## config.mk

```make
export PLATFORM = sky130hd
export DESIGN_NAME = nibble_accumulator
export DESIGN_NICKNAME = d
export VERILOG_FILES = /design/src/rtl/nibble_accumulator.sv
export SDC_FILE = /design/constraint.sdc
export NUM_CORES = 1
export LEC_CHECK = 0
export BUFFER_PORTS_ARGS = -buffer_cell sky130_fd_sc_hd__buf_2
export CAP_MARGIN = 5
export CORE_MARGIN = 2
export CORE_UTILIZATION = 30
export CTS_BUF_LIST = sky130_fd_sc_hd__clkbuf_4
export DETAILED_ROUTE_END_ITERATION = 16
export SYNTH_ARGS = -nofsm -noshare
export SYNTH_HDL_FRONTEND = slang
export SYNTH_SLANG_ARGS = --single-unit
```

## constraint.sdc

```tcl
create_clock -name clk -period 2.2 [get_ports clk]
set_input_delay 0 -clock clk [delete_from_list [all_inputs] [get_ports clk]]
set_output_delay 0 -clock clk [all_outputs]
set_load 0.1 [all_outputs]
```

## src/rtl/nibble_accumulator.sv

```systemverilog
`default_nettype none
// ============================================================================
// Module   : nibble_accumulator
// Purpose  : Frame accumulator closing the loop around an external 4-bit
//            adder; reports per-frame sum, sticky overflow and beat count.
// Revision : 1.0  initial release
// ============================================================================
module nibble_accumulator #(
   parameter int MAX_ITEMS = 8
) (
   input  logic       clk,
   input  logic       rst_n,
   input  logic       in_valid,
   output logic       in_ready,
   input  logic [3:0] in_data,
   input  logic       in_last,
   output logic [3:0] add_a,
   output logic [3:0] add_b,
   input  logic [3:0] add_s,
   input  logic       add_c4,
   output logic       out_valid,
   input  logic       out_ready,
   output logic [3:0] out_sum,
   output logic       out_ovf,
   output logic [3:0] out_count
);

   localparam logic [0:0] c_st_acc    = 1'b0;
   localparam logic [0:0] c_st_done   = 1'b1;
   localparam logic [3:0] c_max_items = 4'(MAX_ITEMS);

   logic [0:0] r_state;
   logic [3:0] r_acc;
   logic       r_ovf;
   logic [3:0] r_cnt;

   logic       w_accept;
   logic [3:0] w_cnt_next;
   logic       w_close;

   // rst_n is active-high despite its name; hold off beats while it is set
   assign in_ready   = (r_state == c_st_acc) & ~rst_n;
   assign w_accept   = in_valid & in_ready;
   assign w_cnt_next = r_cnt + 4'd1;
   assign w_close    = in_last | (w_cnt_next == c_max_items);

   assign add_a     = r_acc;
   assign add_b     = (r_state == c_st_acc) ? in_data : 4'h0;

   assign out_valid = (r_state == c_st_done);
   assign out_sum   = r_acc;
   assign out_ovf   = r_ovf;
   assign out_count = r_cnt;

   always_ff @(posedge clk) begin
      if (rst_n) begin
         r_state <= c_st_acc;
         r_acc   <= 4'h0;
         r_ovf   <= 1'b0;
         r_cnt   <= 4'h0;
      end else begin
         case (r_state)
            c_st_acc: begin
               if (w_accept) begin
                  r_acc <= add_s;
                  r_ovf <= r_ovf | add_c4;
                  r_cnt <= w_cnt_next;
                  if (w_close) begin
                     r_state <= c_st_done;
                  end
               end
            end
            c_st_done: begin
               if (out_ready) begin
                  r_acc   <= 4'h0;
                  r_ovf   <= 1'b0;
                  r_cnt   <= 4'h0;
                  r_state <= c_st_acc;
               end
            end
            default: r_state <= c_st_acc;
         endcase
      end
   end

endmodule
`default_nettype wire

```

==> results.yml <==
global_routing:
  antenna_found_initial: 0
  grt-ovfl-total: 0
  grt_first_pass_wirelength_um: 1680
  grt_pass1_vias: 415
  grt_start_max_net_pins: 13
  gr-usage-all-layers_pct: 11.7
route:
  remaining_drc_errors: 0
  drt_iter0_drc: 6
  via_per_inst: 4.92
  wl_per_cell_um: 10.9
  drtPass1Iterations: 4
  wirelength_um: 1120
  vias: 507
  ant_nets: 0
logic_synthesis:
  syn_area_per_cell_sq_um: 8.97
  yosysTopAreaCell: "dfxtp_1"
  ys.flop_type: "dfxtp_1"
  yosysSeqAreaShare_pct: 41.3
  netlist_instances: 54
  synthTopCellsByCount: "10 x dfxtp_1, 9 x nor2_1, 6 x a22oi_1"
  syn_nets: 69
  ys_async_sr_fraction_pct: 0
  synthDistinctLibCells: 20
  yosysMostFrequentCell: "dfxtp_1"
  synth_edf_count: 0
  synth_seq_cells: 10
  yosys_warnings: 0
  netlist_area_sq_um: 484
  ys_top_cells_by_area: "dfxtp_1 41%, a22oi_1 9.3%, and2b_1 7.8%"
  synth_top_area_share_pct: 41.3
cts:
  ctsLongestPathBuffers: 2
  clockRootBuffer: "clkbuf_4"
  post_cts.repair.setup_buffers: 0
  cts_buffers: 3
  clk_pin_slew_ps: 60
  clock_sinks: 10
  clkLatencyLatePin_ps: 250
  cts_tree: "built"
  cts_hold_buf: 5
  h-tree-depth: 1
  cts-resized-gates: 0
finish:
  drive_above_1_share_pct: 41.4
  areaGrowthSynthToFinish_pct: 43.2
  antenna_cells: 0
  final_nets: 104
  final_area_sq_um: 693
floorplanning:
  initial_core_util_pct: 32.1
  dieArea_sq_um: 1950
  io_pins: 33
  die_w_um: 44.2
  core_area_sq_um: 1510
  die_h_um: 44.2
  num_rows: 14
critical_path:
  path_class: "reg2reg"
  cp_slowest_cell: "and2b_1"
  max_stage_delay_ps: 430
  crit_fanout: 12
  crit_path_start_kind: "register"
  cp-end-kind: "register"
  cp.buffers_inverters: 0
  crit_arrival_ps: 1580
  critical_path_required_ps: 2390
  worstPathCellList: "and2b_1 > or3b_1 > a21oi_1"
  cp_top_family: "simple AND/OR/NAND/NOR gates"
  ff2ff_setup_slack_ps: 810
pwr:
  p_sw_share_pct: 44.8
  p_total_uw: 538
  netSwitchingPower_uw: 241
  p_seq_share_pct: 37.3
  p_comb_share_pct: 41.1
  power_density_nw_per_um2: 777
  pwr-share-clk_pct: 21.7
  peakVddDrop_mv: 0.362
  leakagePower_nw: 0.344
  p_int_uw: 297
sta:
  timing.final.crit_share_pct: 63.1
  slew_viol_final: 0
  holdWs_ps: 57.8
  final.setup.tns_ps: 0
  min_period_ps: 1390
  relSlewSlack_pct: 65.6
  final_hold_viol_count: 0
  fin_skew_ps: 4.20
  worst_slew_pin_slew_ps: 502
  finalSetupViolCount: 0
  max_freq_mhz: 721
  rsz0062_at_grt: "no"
run_status:
  status: "completed"
placed_design:
  gp_congestion: 0.685
  placedInstanceArea_sq_um: 621
  io_buffers: 32
  dp_hpwl_um: 802
min_path:
  hold_class: "in2reg"
flow_run:
  cap_violations: 0
-- metrics by stage --
stage	cells	util, %	setup WS [ps]
floorplan	54	-	326
global placement	95	41.2	826
detailed placement	95	41.2	792
CTS	103	46.0	786
global route	103	46.0	655
finish	103	46.0	812
-- cell type report --
class                      instances  area [sq um]
clock buffer                       3          22.5
fill                             157           813
multi-input combinational         37           240
sequential                        10           200
tap                               16          20.0
timing repair buffer              37           210
-- power groups by stage --
stage | Clock, mW | Combinational [mW] | Sequential (mW)
final | 0.117 | 0.221 | 0.201
after floorplan | 0 | 0.121 | 0.270
after global placement | 0 | 0.215 | 0.204
after global routing | 0.135 | 0.230 | 0.202
after CTS | 0.126 | 0.223 | 0.201
after detailed placement | 0 | 0.216 | 0.204
-- registers in the layout, summed over array words and instances, names as in the netlist --
name / count
add_a: 4
out_count: 4
out_ovf: 1
out_valid: 1
-- kinds of logic after synthesis --
logic type	synth area share, %
xor+xnor	1.81
simple gates	21.4
buf+inv	9.56
mux	4.13
compound gates	19.1
fa+ha+maj	2.58
flops	41.3
-- cells in the final DEF, fill, tap and decap left out --
master,n
xor2_1,1
nor2_1,8
a22oi_1,6
mux2i_1,2
a211oi_1,1
buf_2,32
or3b_1,1
nand3_1,1
ha_1,1
dlygate4sd3_1,5
a41oi_1,1
nand4b_1,1
clkbuf_4,3
nor2_2,1
o21ai_0,1
nor2b_1,1
dfxtp_1,10
nand2_1,1
a21oi_1,4
and2b_1,5
o22ai_1,1
-- routing by layer --
layer	global-route usage [%]	routed length (um)
met1	15.0	492
met2	17.6	494
met3	4.08	131
met4	5.45	0
met5	0	0
-- worst paths after layout --
check	to	start	cells after the start
max reg2reg	out_count[3]	out_valid	3
max	out_count[3]	out_valid	3
min reg2reg	out_ovf	out_ovf	2
min	out_count[3]	rst_n	2
-- worst reg2reg max path: stages, from the launching register on --
cell and delay, ps:
dfxtp_1 400, and2b_1 430, or3b_1 380, a21oi_1 110
No activity file was read; power rests on OpenSTA's default activity.
